--- src/rtl/crc_engine_par_if.sv ---
// Beat stream into the parallel CRC engine and the frame result coming back.
// The upstream framer uses master, the engine uses slave.
interface crc_engine_par_if #(
  parameter int unsigned DATA_W = 8,
  parameter int unsigned CRC_W  = 8
);
  logic              s_valid;
  logic              s_ready;
  logic [DATA_W-1:0] s_data;
  logic              s_last;
  logic              crc_valid;
  logic [CRC_W-1:0]  crc_out;

  modport master (
    output s_valid, s_data, s_last,
    input  s_ready, crc_valid, crc_out
  );

  modport slave (
    input  s_valid, s_data, s_last,
    output s_ready, crc_valid, crc_out
  );
endinterface

--- src/rtl/crc_engine_par.sv ---
// Streaming CRC engine: DATA_W serial LFSR steps per accepted beat, MSB first.
// Define CRC_CHECK_EN to add receive-side residue checking (check_mode, crc_ok, err_cnt).
module crc_engine_par #(
  parameter int unsigned        CRC_W   = 8,
  parameter logic [CRC_W-1:0]   POLY    = 8'h2F,
  parameter logic [CRC_W-1:0]   INIT    = 8'hFF,
  parameter logic [CRC_W-1:0]   XOR_OUT = 8'h00,
  parameter int unsigned        DATA_W  = 8,
  parameter int unsigned        CNT_W   = 16
`ifdef CRC_CHECK_EN
  ,
  parameter logic [CRC_W-1:0]   RESIDUE = '0
`endif
) (
  input  logic             clk,
  input  logic             rst,
  input  logic             init,
  crc_engine_par_if.slave  s,
  output logic             busy,
  output logic [CNT_W-1:0] frame_cnt
`ifdef CRC_CHECK_EN
  ,
  input  logic             check_mode,
  output logic             crc_ok,
  output logic [CNT_W-1:0] err_cnt
`endif
);

  typedef enum logic [1:0] {StIdle, StActive, StDone} state_e;

  state_e           state_q, state_d;
  logic [CRC_W-1:0] crc_q, crc_d;
  logic [CRC_W-1:0] out_q, out_d;
  logic [CNT_W-1:0] cnt_q, cnt_d;
  logic [CRC_W-1:0] crc_next;
  logic             accept;
`ifdef CRC_CHECK_EN
  logic             mode_q, mode_d;
  logic             ok_q, ok_d;
  logic [CNT_W-1:0] err_q, err_d;
`endif

  function automatic logic [CRC_W-1:0] crc_step(input logic [CRC_W-1:0] r_in,
                                                input logic [DATA_W-1:0] d);
    logic [CRC_W-1:0] r;
    logic             fb;
    r = r_in;
    for (int i = DATA_W - 1; i >= 0; i--) begin
      fb = r[CRC_W-1] ^ d[i];
      r  = r << 1;
      if (fb) r = r ^ POLY;
    end
    return r;
  endfunction

  assign s.s_ready   = (state_q != StDone);
  assign s.crc_valid = (state_q == StDone);
  assign s.crc_out   = out_q;
  assign busy        = (state_q == StActive) || (state_q == StDone);
  assign frame_cnt   = cnt_q;
  assign accept      = s.s_valid & s.s_ready;
  assign crc_next    = crc_step(crc_q, s.s_data);
`ifdef CRC_CHECK_EN
  assign crc_ok      = ok_q;
  assign err_cnt     = err_q;
`endif

  always_comb begin
    state_d = state_q;
    crc_d   = crc_q;
    out_d   = out_q;
    cnt_d   = cnt_q;
`ifdef CRC_CHECK_EN
    mode_d  = mode_q;
    ok_d    = ok_q;
    err_d   = err_q;
`endif
    unique case (state_q)
      StIdle, StActive: begin
        if (accept) begin
          crc_d = crc_next;
`ifdef CRC_CHECK_EN
          if (state_q == StIdle) mode_d = check_mode;
`endif
          if (s.s_last) begin
            out_d   = crc_next ^ XOR_OUT;
            state_d = StDone;
          end else begin
            state_d = StActive;
          end
        end
      end
      StDone: begin
        crc_d   = INIT;
        cnt_d   = cnt_q + CNT_W'(1);
        state_d = StIdle;
`ifdef CRC_CHECK_EN
        // crc_q still holds the whole frame including the received CRC here
        ok_d = mode_q && (crc_q == RESIDUE);
        if (mode_q && (crc_q != RESIDUE) && (err_q != '1)) err_d = err_q + CNT_W'(1);
`endif
      end
      default: state_d = StIdle;
    endcase
    if (init) begin
      state_d = StIdle;
      crc_d   = INIT;
      out_d   = '0;
      cnt_d   = '0;
`ifdef CRC_CHECK_EN
      mode_d  = 1'b0;
      ok_d    = 1'b0;
      err_d   = '0;
`endif
    end
  end

  always_ff @(posedge clk or negedge rst) begin
    if (!rst) begin
      state_q <= StIdle;
      crc_q   <= INIT;
      out_q   <= '0;
      cnt_q   <= '0;
`ifdef CRC_CHECK_EN
      mode_q  <= 1'b0;
      ok_q    <= 1'b0;
      err_q   <= '0;
`endif
    end else begin
      state_q <= state_d;
      crc_q   <= crc_d;
      out_q   <= out_d;
      cnt_q   <= cnt_d;
`ifdef CRC_CHECK_EN
      mode_q  <= mode_d;
      ok_q    <= ok_d;
      err_q   <= err_d;
`endif
    end
  end

endmodule

--- src/flat_wrapper.sv ---
// flat-port wrapper written by rule: the top's interface ports become plain ports
module crc_engine_par_flat 
#(
  parameter int unsigned        CRC_W   = 8,
  parameter logic [CRC_W-1:0]   POLY    = 8'h2F,
  parameter logic [CRC_W-1:0]   INIT    = 8'hFF,
  parameter logic [CRC_W-1:0]   XOR_OUT = 8'h00,
  parameter int unsigned        DATA_W  = 8,
  parameter int unsigned        CNT_W   = 16

)
  (clk, rst, init, busy, frame_cnt, s_s_valid, s_s_data, s_s_last, s_s_ready, s_crc_valid, s_crc_out);
  crc_engine_par_if #(.DATA_W(DATA_W), .CRC_W(CRC_W)) s_i ();
  input  logic clk;
  input  logic rst;
  input  logic init;
  output logic busy;
  output logic [CNT_W-1:0] frame_cnt;
  input wire logic [$bits(s_i.s_valid)-1:0] s_s_valid;
  input wire logic [$bits(s_i.s_data)-1:0] s_s_data;
  input wire logic [$bits(s_i.s_last)-1:0] s_s_last;
  output wire logic [$bits(s_i.s_ready)-1:0] s_s_ready;
  output wire logic [$bits(s_i.crc_valid)-1:0] s_crc_valid;
  output wire logic [$bits(s_i.crc_out)-1:0] s_crc_out;
  assign s_i.s_valid = s_s_valid;
  assign s_i.s_data = s_s_data;
  assign s_i.s_last = s_s_last;
  assign s_s_ready = s_i.s_ready;
  assign s_crc_valid = s_i.crc_valid;
  assign s_crc_out = s_i.crc_out;
  crc_engine_par #(.CRC_W(CRC_W), .POLY(POLY), .INIT(INIT), .XOR_OUT(XOR_OUT), .DATA_W(DATA_W), .CNT_W(CNT_W)) u_core (.clk(clk), .rst(rst), .init(init), .s(s_i), .busy(busy), .frame_cnt(frame_cnt));
endmodule
--- config.mk ---
export PLATFORM = sky130hd
export DESIGN_NAME = crc_engine_par_flat
export DESIGN_NICKNAME = d
export VERILOG_FILES = /design/src/rtl/crc_engine_par_if.sv /design/src/rtl/crc_engine_par.sv /design/src/flat_wrapper.sv
export SDC_FILE = /design/constraint.sdc
export NUM_CORES = 1
export LEC_CHECK = 0
export ABC_AREA = 1
export CAP_MARGIN = 10
export CELL_PAD_IN_SITES_DETAIL_PLACEMENT = 1
export CELL_PAD_IN_SITES_GLOBAL_PLACEMENT = 2
export CORE_MARGIN = 4
export CORE_UTILIZATION = 31
export DETAILED_ROUTE_END_ITERATION = 10
export PLACE_DENSITY_LB_ADDON = 0.1
export SLEW_MARGIN = 20
export SYNTH_ARGS = -nofsm -noshare
export SYNTH_HDL_FRONTEND = slang
export SYNTH_SLANG_ARGS = --single-unit
--- constraint.sdc ---
create_clock -name clk -period 3.28 [get_ports clk]
set_input_delay 0.656 -clock clk [delete_from_list [all_inputs] [get_ports clk]]
set_output_delay 0.656 -clock clk [all_outputs]
set_load 0.01 [all_outputs]
; Word-level counts from Yosys, hierarchy flattened
; Index checks and enable logic that the tools add are counted.
[totals]
register_bits = 34
output_inout_bits = 27
wordCells = 57
[op_classes]
add_sub_neg = 1
eq_ne = 4
muxes = 21
n_bitwise = 17
n_reduce_logical = 10
[ops]
columns = op, n
row1 = 2-to-1 mux 6 bit, 8
row2 = 2-to-1 mux 8 bit, 6
row3 = inverter 5 bit, 8
row4 = 2-to-1 mux 16 bit, 2
row5 = adder 16 x 1 -> 16 bit (second input constant), 1
row6 = one-hot mux 8 bit (2 select lines), 1
row7 = 2-to-1 mux 2 bit, 4
row8 = nonzero test 2 bit, 4
row9 = XOR 1 bit, 8
row10 = != test 3 x 2 -> 1 bit (second input constant), 1
row11 = AND reduction 3 bit, 1
row12 = nonzero test 3 bit, 1
row13 = equality test 2 x 1 -> 1 bit (second input constant), 1
row14 = equality test 2 bit (second input constant), 1
row15 = zero test 2 bit, 1
row16 = != test 2 bit (second input constant), 1
row17 = AND reduction 2 bit, 1
row18 = OR reduction 2 bit, 1
row19 = bitwise AND 1 bit, 1
row20 = logical OR 1 bit, 1

; Depth between registers and ports, before layout
; Gate-level depths: netlist of run 1.
[logic_depth]
ltp_word = 20
ltp_mapped = 16
mapped_depth_nobuf = 16

; Worst setup path before layout of run 1
; No wires, ideal clock.
[synth_path]
path_kind = flip-flop to flip-flop
from = register u_core.state_q[0]
to = register u_core.cnt_q[11] (netlist: u_core.frame_cnt[11])
setup_time_ps = 123
t_arrival_ps = 1647
setup_slack_ps = 1510
path_stages_with_launch = 11
path_buffers = 1
synth_period_minus_slack_ps = 1770
path_cell_list = dfrtp_1 > inv_1 > ha_1 > buf_4 > nor2_1 > nor2_1 > nand2_1 > nor2_1 > nand4_1 > o21ai_0 > a21oi_1
[synth_between]
elab_chain_cells = 2
[synth_rtl]
columns = element, line_no
row1 = start: declaration, crc_engine_par.sv:31  ; state_e state_q, state_d;
row2 = start signal: assignment, crc_engine_par.sv:120  ; state_q <= StIdle;
row3 = start signal: assignment, crc_engine_par.sv:130  ; state_q <= state_d;
row4 = equality test 2 bit, -
row5 = via s_crc_valid, flat_wrapper.sv:23  ; output wire logic [$bits(s_i.crc_valid)-1:0] s_crc_valid;
row6 = nonzero test 2 bit (no source line), -
row7 = end signal: assignment, crc_engine_par.sv:133  ; cnt_q <= cnt_d;
row8 = end: declaration, crc_engine_par.sv:34  ; logic [CNT_W-1:0] cnt_q, cnt_d;
; The timed path passes the listed nets, and every way through them passes these cells.
; A chain may end at the register's enable or synchronous reset.

; Worst setup path after layout of run 1
[layout_path]
from = register u_core.state_q[0]
to = output s_crc_valid
[layout_between]
elab_chain_cells = 1
[layout_rtl]
columns = element, line_no
row1 = equality test 2 bit, crc_engine_par.sv:57  ; assign s.crc_valid = (state_q == StDone);
row2 = end: declaration, flat_wrapper.sv:23
; Every way passes these cells.

==> results of run 1 <==
## power groups by stage
stage | clock network [µW] | logic [µW] | registers, µW
after floorplan | 0 | 796 | 583
after global placement | 0 | 1120 | 586
after detailed placement | 0 | 1120 | 584
after CTS | 316 | 1130 | 577
after global routing | 336 | 1280 | 589
final | 304 | 1120 | 577
## worst max-delay path, stage by stage, from the launching register on
cell and delay [ns]:
dfrtp_1 0.39, inv_1 0.10, ha_1 0.46, clkdlybuf4s50_1 0.63
## layer usage
metal  global-route usage  up-vias  routed length, µm
li1                     -     1098                  -
met1               0.2500     1008               3450
met2               0.2248       38               2626
met3              0.03087        4                261
met4              0.04208        0                 57
met5                    0        -                  0
## kinds of logic (layout without fill, tap and decap cells)
kind of cell,after synthesis,in the layout,share of synthesized area
AND/OR/NAND/NOR,194,194,0.3808
buffers and inverters,48,94,0.08644
flip-flops,34,34,0.3887
AO/OA/AOI/OAI,30,30,0.07457
XOR/XNOR,11,11,0.04689
adder cells (fa/ha/maj),4,4,0.02260
## registers in the layout (all words and copies together), names as in the netlist
register and cells:
u_core.frame_cnt 16, u_core.crc_q 8, u_core.s.crc_out 8, u_core.state_q 2
## worst min-delay path by stage
stage               depth (start not counted)                start  slack (ns)                  end
finish                                      2  u_core.s.crc_out[6]        0.48  u_core.s.crc_out[6]
floorplan                                   0                  rst        0.36  u_core.frame_cnt[0]
detailed placement                          2  u_core.s.crc_out[1]        0.47  u_core.s.crc_out[1]
CTS                                         2  u_core.s.crc_out[6]        0.49  u_core.s.crc_out[6]
global route                                2  u_core.s.crc_out[6]        0.53  u_core.s.crc_out[6]
global placement                            2  u_core.s.crc_out[6]        0.47  u_core.s.crc_out[6]
## synthesized netlist by cell type
master    count
buf_6         1
nor2_1       18
nand2_2      15
nand3_1      31
ha_1          4
o21ai_0       9
inv_1        40
and3_1        2
inv_2         5
xor2_1        4
clkbuf_1      1
or2_2         1
a221oi_1      1
nand3b_1      2
buf_4         1
o22ai_1       2
nor4_1        1
dfrtp_1      26
o21ai_2       1
nor2_4        1
xnor2_1       6
nand4_1       2
or2_1         1
o21ai_1       4
dfstp_2       8
a21oi_1      11
nand2_1     115
xnor2_2       1
a211oi_1      2
nor3_1        5
## final cells by class
class	instances	area, µm²	share of cell area
multi-input cells	239	1162	0.4151
flip-flops and latches	34	860.8	0.3074
repair buffers	41	405.4	0.1448
inverters	45	168.9	0.06032
well taps	96	120.1	0.04290
clock buffers	6	72.57	0.02592
clock inverters	2	10.01	0.003575
## stage by stage
| step | total power [µW] | setup WS [ns] | hold slack (ns) |
|---|---|---|---|
| 4_1_cts | 2027 | 0.7220 | 0.4890 |
| 3_5_place_dp | 1704 | 0.8526 | 0.4692 |
| 5_1_grt | 2202 | 0.6593 | 0.5289 |
| 6_report | 1999 | 0.7504 | 0.4825 |
| 2_1_floorplan | 1379 | 1.510 | 0.3604 |
| 3_3_place_gp | 1710 | 0.8129 | 0.4682 |
==> impl_metrics.env, run 1 <==
export IMPL_r2r_cells=9
export IMPL_grt_pass1_wl_mm=10.98
export IMPL_sw_frac_of_total=0.4679
export IMPL_fin_crit_sh=0.7712
export IMPL_dp_final_hpwl_mm=5.053
export IMPL_status="finished, final reports clean"
export IMPL_drt_pass1_iterations=4
export IMPL_final_util=0.4077
export IMPL_rsz0062_at_grt="false"
export IMPL_drive_gt1_frac=0.1117
export IMPL_viasPerCell=4.639
export IMPL_yosysWarnings=0
export IMPL_synth_nets=338
export IMPL_dp_cells=455
export IMPL_ys_types=30
export IMPL_cts_root_buf="clkbuf_8"
export IMPL_worstPathRequired_ns=2.62
export IMPL_p_switching_uw=935.3
export IMPL_yosysSeqAreaShare=0.3887
export IMPL_postRouteAntennaNets=0
export IMPL_ff2ff_setup_slack_ns=1.00
export IMPL_cts_resized_gates=0
export IMPL_power_leakage_uw=0.001367
export IMPL_synth_area_top_cells="dfrtp_1 29%, nand2_1 19%, dfstp_2 9.5%, nand3_1 7.0%, inv_1 6.8%"
export IMPL_crit_start="u_core.state_q[0]"
export IMPL_hold_buffers=0
export IMPL_post_dp_cell_area_mm2=0.002718
export IMPL_io_buffers=39
export IMPL_setup_tns_ns=0
export IMPL_startpoint_type="flip-flop"
export IMPL_crit_type="flip-flop to output port"
export IMPL_clock_path_buffers=2
export IMPL_grt_pass1_vias=2201
export IMPL_worst_setup_path_end_kind="output port"
export IMPL_regToRegEndpoint="u_core.frame_cnt[14]"
export IMPL_max_vdd_ir_drop_uv=329.6
export IMPL_netlist_area_mm2=0.002215
export IMPL_fin_worst_skew_ns=0.007906
export IMPL_ys_ff_latch=34
export IMPL_htreeDepth=2
export IMPL_min_path_type="flip-flop to flip-flop"
export IMPL_pin_count=40
export IMPL_num_vias=2148
export IMPL_row_count=30
export IMPL_final_cell_area_mm2=0.002800
export IMPL_cts_tree="done"
export IMPL_clk_pin_slew_ns=0.08
export IMPL_yosysTopAreaCell="dfrtp_1"
export IMPL_gp_congestion=0.8170
export IMPL_post_cts_setup_buffers=0
export IMPL_critPathArrivalTime_ns=1.87
export IMPL_antenna_found_initial=0
export IMPL_start_util=0.3224
export IMPL_cp_endpoint="s_crc_valid"
export IMPL_wl_mm=6.396
export IMPL_die_h_um=92.52
export IMPL_grt_usage=0.1612
export IMPL_slew_headroom=0.5969
export IMPL_pwr_share_seq=0.288
export IMPL_overflow=0
export IMPL_cp_max_fo=10
export IMPL_power_internal_uw=1064
export IMPL_reg2reg_from="u_core.state_q[0]"
export IMPL_p_clk_frac=0.152
export IMPL_fin_nets=383
export IMPL_wl_per_cell_um=13.81
export IMPL_fp_coreArea_mm2=0.006869
export IMPL_powerDensity_mw_per_mm2=713.8
export IMPL_syn_inst=321
export IMPL_layout_common_cells="115 x nand2_1, 40 x inv_1, 39 x clkdlybuf4s50_1"
export IMPL_drt_initial_drc_count=84
export IMPL_area_growth_pct=26.44
export IMPL_insertion_delay_ns=0.28
export IMPL_fillers=901
export IMPL_diodes=0
export IMPL_hold_violations=0
export IMPL_worst_pin_slew_ns=0.5991
export IMPL_fin_cells=463
export IMPL_synth_top_cell_area_share=0.2938
export IMPL_max_freq_mhz=395.3
export IMPL_cts_buffers=5
export IMPL_post_route_min_period_ns=2.530
export IMPL_die_w_um=92.52
export IMPL_clock_sinks=34
export IMPL_p_comb_frac=0.559
export IMPL_slew_viol_final=0
export IMPL_cap_viol_max_count=0
export IMPL_syn_avg_cell_area_um2=6.899
export IMPL_setup_violations=0
export IMPL_final_common_cell="nand2_1"
export IMPL_design_die_area_mm2=0.008560
export IMPL_grt_max_degree=35
export IMPL_drcViolationCount=0
Note: power is estimated with default switching activity, not from simulation.
==> run 2, diff against run 1 <==
--- a/config.mk
+++ b/config.mk
@@ -10,7 +10,7 @@
 export CELL_PAD_IN_SITES_DETAIL_PLACEMENT = 1
 export CELL_PAD_IN_SITES_GLOBAL_PLACEMENT = 2
 export CORE_MARGIN = 4
-export CORE_UTILIZATION = 31
+export CORE_UTILIZATION = 29
 export DETAILED_ROUTE_END_ITERATION = 10
 export PLACE_DENSITY_LB_ADDON = 0.1
 export SLEW_MARGIN = 20
==> constraint.sdc (replaced) <==
create_clock -name clk -period 2.4 [get_ports clk]
set_input_delay 0.48 -clock clk [delete_from_list [all_inputs] [get_ports clk]]
set_output_delay 0.48 -clock clk [all_outputs]
set_load 0.01 [all_outputs]
==> impl_metrics.env, run 2 (synthesis results as in run 1) <==
export IMPL_clock_sinks=34
export IMPL_overflow=0
export IMPL_fp_coreArea_mm2=0.007331
export IMPL_status="finished, final reports clean"
export IMPL_die_h_um=95.39
export IMPL_row_count=31
export IMPL_fin_worst_skew_ns=0.006885
export IMPL_postRouteAntennaNets=0
export IMPL_layout_common_cells="115 x nand2_1, 40 x inv_1, 39 x clkdlybuf4s50_1"
export IMPL_final_cell_area_mm2=0.002865
export IMPL_post_dp_cell_area_mm2=0.002759
export IMPL_min_path_type="flip-flop to flip-flop"
export IMPL_post_cts_setup_buffers=0
export IMPL_wl_mm=6.383
export IMPL_insertion_delay_ns=0.28
export IMPL_cts_buffers=5
export IMPL_worstPathRequired_ns=1.92
export IMPL_critPathArrivalTime_ns=1.76
export IMPL_grt_pass1_wl_mm=11.34
export IMPL_post_route_min_period_ns=2.237
export IMPL_viasPerCell=4.590
export IMPL_wl_per_cell_um=13.55
export IMPL_drive_gt1_frac=0.1210
export IMPL_crit_type="flip-flop to output port"
export IMPL_cts_tree="done"
export IMPL_cts_root_buf="clkbuf_8"
export IMPL_clk_pin_slew_ns=0.07
export IMPL_grt_usage=0.1575
export IMPL_power_leakage_uw=0.001400
export IMPL_setup_violations=0
export IMPL_start_util=0.3021
export IMPL_total_power_uw=2832
export IMPL_diodes=0
export IMPL_final_common_cell="nand2_1"
export IMPL_grt_pass1_vias=2373
export IMPL_htreeDepth=2
export IMPL_pin_count=40
export IMPL_setup_tns_ns=0
export IMPL_cp_max_fo=9
export IMPL_max_freq_mhz=447.0
export IMPL_dp_final_hpwl_mm=5.182
export IMPL_hold_buffers=0
export IMPL_gp_congestion=0.8124
export IMPL_rsz0062_at_grt="false"
export IMPL_area_growth_pct=29.38
export IMPL_slew_viol_final=0
export IMPL_startpoint_type="flip-flop"
export IMPL_largest_reg_flops=16
export IMPL_worst_setup_path_end_kind="output port"
export IMPL_antenna_found_initial=0
export IMPL_design_die_area_mm2=0.009098
export IMPL_drt_initial_drc_count=64
export IMPL_max_vdd_ir_drop_uv=273.2
export IMPL_fin_nets=388
export IMPL_cts_resized_gates=0
export IMPL_drt_pass1_iterations=4
export IMPL_powerDensity_mw_per_mm2=988.4
export IMPL_die_w_um=95.39
export IMPL_cap_viol_max_count=0
export IMPL_slew_headroom=0.6988
export IMPL_io_buffers=39
export IMPL_clock_path_buffers=2
export IMPL_fillers=928
export IMPL_fin_crit_sh=0.9322
export IMPL_grt_max_degree=35
export IMPL_num_vias=2162
export IMPL_hold_violations=0
export IMPL_drcViolationCount=0
export IMPL_worst_pin_slew_ns=0.4518
-- run 2: changes by cell type in the layout (fill, tap and decap cells not counted) --
cell | before | now
clkbuf_1 | 1 | 2
buf_4 | 2 | 7
bufinv_16 | 0 | 1
clkinv_2 | 2 | 0
-- run 2: final cells by class --
cell class / count / area, µm² / share of cell area
Inverter: 45 / 168.9 / 0.05895
Multi-Input combinational cell: 239 / 1162 / 0.4057
Tap cell: 99 / 123.9 / 0.04323
Clock inverter: 1 / 30.03 / 0.01048
Clock buffer: 7 / 76.32 / 0.02664
Timing Repair Buffer: 46 / 442.9 / 0.1546
Sequential cell: 34 / 860.8 / 0.3004
-- run 2: path summary, 6_finish.rpt --
path / start / endpoint / slack (ns) / cells past startpoint
worst min-delay path: u_core.s.crc_out[3] / u_core.s.crc_out[3] / 0.49 / 2
min in group asynchronous: rst / u_core.frame_cnt[1] / 0.60 / 2
worst max register to register: u_core.state_q[0] / u_core.frame_cnt[11] / 0.52 / 9
worst min register to register: u_core.s.crc_out[3] / u_core.s.crc_out[3] / 0.49 / 2
max in group asynchronous: rst / u_core.crc_q[3] / 1.44 / 2
worst max-delay path: u_core.state_q[0] / s_s_ready / 0.16 / 5
-- run 2: metrics by stage --
stage                 util  hold slack, ns  std cells  worst slack [ns]
global route        0.3909          0.5316        471           0.04034
floorplan                -          0.1844        321            0.6298
detailed placement  0.3763          0.4694        463            0.1132
global placement    0.3763          0.4671        463            0.1151
CTS                 0.3909          0.5001        471            0.1264
finish              0.3909          0.4904        471            0.1627
-- run 2: report_power, final --
group	internal, µW	switching [µW]	total (µW)
logic	551	965	1520
clock network	311	213	524
registers	708	83.1	791
-- run 2: per-layer routing --
| metal | vias to the layer above | part of all wire | GRT usage |
|---|---|---|---|
| li1 | 1104 | - | - |
| met1 | 1034 | 0.45 | 0.1962 |
| met2 | 22 | 0.53 | 0.2875 |
| met3 | 2 | 0.012 | 0.02131 |
| met4 | 0 | 0.0055 | 0.03555 |
| met5 | - | 0 | 0 |
-- run 2: worst max-delay path, stage by stage (launching register included) --
cell             delay [ns]
dfrtp_1                0.36
inv_1                  0.08
ha_1                   0.22
buf_4                  0.18
inv_2                  0.10
clkdlybuf4s50_1        0.54
==> run 3, diff against run 2 <==
--- a/config.mk
+++ b/config.mk
@@ -9,10 +9,11 @@
 export CAP_MARGIN = 10
 export CELL_PAD_IN_SITES_DETAIL_PLACEMENT = 1
 export CELL_PAD_IN_SITES_GLOBAL_PLACEMENT = 2
+export CORE_ASPECT_RATIO = 1.2
 export CORE_MARGIN = 4
 export CORE_UTILIZATION = 29
 export DETAILED_ROUTE_END_ITERATION = 10
-export PLACE_DENSITY_LB_ADDON = 0.1
+export PLACE_DENSITY = 0.91
 export SLEW_MARGIN = 20
 export SYNTH_ARGS = -nofsm -noshare
 export SYNTH_HDL_FRONTEND = slang
==> impl_metrics.env, run 3 (synthesis results as in run 1) <==
export IMPL_powerDensity_mw_per_mm2=976.4
export IMPL_viasPerCell=4.765
export IMPL_worst_pin_slew_ns=0.4493
export IMPL_cap_viol_max_count=0
export IMPL_worst_setup_path_end_kind="output port"
export IMPL_p_switching_uw=1269
export IMPL_grt_usage=0.1554
export IMPL_io_buffers=39
export IMPL_area_growth_pct=27.51
export IMPL_min_from="u_core.s.crc_out[1]"
export IMPL_fin_worst_skew_ns=0.004279
export IMPL_min_path_type="flip-flop to flip-flop"
export IMPL_ff2ff_setup_slack_ns=0.38
export IMPL_pin_count=40
export IMPL_wl_per_cell_um=13.92
export IMPL_die_w_um=87.78
export IMPL_final_util=0.3837
export IMPL_cts_buffers=5
export IMPL_power_internal_uw=1489
export IMPL_dp_final_hpwl_mm=5.168
export IMPL_layout_common_cells="115 x nand2_1, 40 x inv_1, 39 x clkdlybuf4s50_1"
export IMPL_drt_pass1_iterations=4
export IMPL_hold_buffers=0
export IMPL_clock_path_buffers=2
export IMPL_crit_type="flip-flop to output port"
export IMPL_cp_max_fo=7
export IMPL_final_common_cell="nand2_1"
export IMPL_drt_initial_drc_count=104
export IMPL_drive_gt1_frac=0.1189
export IMPL_status="finished, final reports clean"
export IMPL_clock_sinks=34
export IMPL_p_comb_frac=0.553
export IMPL_start_util=0.3009
export IMPL_diodes=0
export IMPL_p_clk_frac=0.161
export IMPL_overflow=0
export IMPL_gp_congestion=0.8004
export IMPL_whs_endpoint="u_core.s.crc_out[1]"
export IMPL_reg2reg_from="u_core.state_q[0]"
export IMPL_crit_start="u_core.state_q[0]"
export IMPL_dp_slack_ns=0.1096
export IMPL_grt_pass1_wl_mm=11.48
export IMPL_startpoint_type="flip-flop"
export IMPL_max_freq_mhz=439.6
export IMPL_power_leakage_uw=0.001386
export IMPL_worst_hold_slack_ns=0.4988
export IMPL_worstPathCellList="inv_1 > ha_1 > buf_4 > clkdlybuf4s50_1"
export IMPL_cts_root_buf="clkbuf_8"
export IMPL_slowest_delay_ns=0.54
export IMPL_grt_max_degree=35
export IMPL_fp_coreArea_mm2=0.007360
export IMPL_hold_violations=0
export IMPL_sw_frac_of_total=0.4601
export IMPL_hold_path_depth=2
export IMPL_fin_crit_sh=0.9478
export IMPL_max_vdd_ir_drop_uv=388.3
export IMPL_pwr_share_seq=0.287
export IMPL_post_dp_cell_area_mm2=0.002733
export IMPL_htreeDepth=2
export IMPL_cts_tree="done"
export IMPL_worstPathRequired_ns=1.92
export IMPL_slew_headroom=0.7005
export IMPL_critPathArrivalTime_ns=1.79
export IMPL_clk_pin_slew_ns=0.07
export IMPL_antenna_found_initial=0
export IMPL_die_h_um=103.7
export IMPL_setup_tns_ns=0
export IMPL_largest_reg_flops=16
export IMPL_drcViolationCount=0
export IMPL_fin_nets=386
export IMPL_regToRegEndpoint="u_core.frame_cnt[11]"
export IMPL_grt_pass1_vias=2464
export IMPL_cp_slowest_cell="clkdlybuf4s50_1"
export IMPL_setup_violations=0
export IMPL_post_cts_setup_buffers=0
export IMPL_rsz0062_at_grt="false"
export IMPL_num_vias=2192
export IMPL_postRouteAntennaNets=0
export IMPL_cts_resized_gates=0
export IMPL_r2r_cells=9
export IMPL_insertion_delay_ns=0.28
export IMPL_row_count=34
export IMPL_slew_viol_final=0
export IMPL_design_die_area_mm2=0.009105
export IMPL_final_cell_area_mm2=0.002824
export IMPL_fin_ws_ns=0.1253
export IMPL_wl_mm=6.404
export IMPL_post_route_min_period_ns=2.275
==> run 3: cell types whose count changed in the layout (fill, tap and decap cells not counted), sizes merged <==
cell / previous run / this run
bufinv: 1 / 0
clkinv: 0 / 1
buf: 7 / 5
==> run 3: power groups by stage <==
stage	clock network, µW	registers, µW	logic [µW]
finish	443	791	1520
global route	485	808	1760
CTS	466	793	1540
detailed placement	0	805	1530
global placement	0	803	1510
floorplan	0	796	1090
==> run 3: through the flow <==
stage               power (µW)  cells
detailed placement        2336    452
global route              3054    460
global placement          2314    452
finish                    2757    460
CTS                       2800    460
floorplan                 1884    321
==> run 3: routing by layer <==
layer | global-route usage | routed length [µm] | vias to the layer above
li1 | - | - | 1099
met1 | 0.1891 | 2796 | 1044
met2 | 0.2796 | 3314 | 39
met3 | 0.02065 | 181 | 10
met4 | 0.04167 | 112 | 0
met5 | 0 | 0 | -
==> run 3: area by class of cell <==
cell class | instances | area (µm²)
clock buffer | 7 | 86.33
clock inverter | 1 | 5.005
fill | 951 | 4536
inverter | 45 | 168.9
multi-input combinational | 239 | 1162
sequential | 34 | 860.8
tap | 90 | 112.6
timing repair buffer | 44 | 427.9
==> run 3: worst max-delay path by stage <==
stage	to	slack [ns]
after floorplan	u_core.frame_cnt[11]	0.63
after global placement	u_core.crc_q[6]	0.13
after detailed placement	u_core.crc_q[6]	0.11
after CTS	s_crc_valid	0.1
after global routing	s_crc_valid	0.03
final	s_crc_valid	0.13
==> run 3: worst max-delay path: cells and delay by family (launching register included) <==
family	cells	cell delay, ns
buf+inv	3	0.85
fa+ha+maj	1	0.27
flops	1	0.40
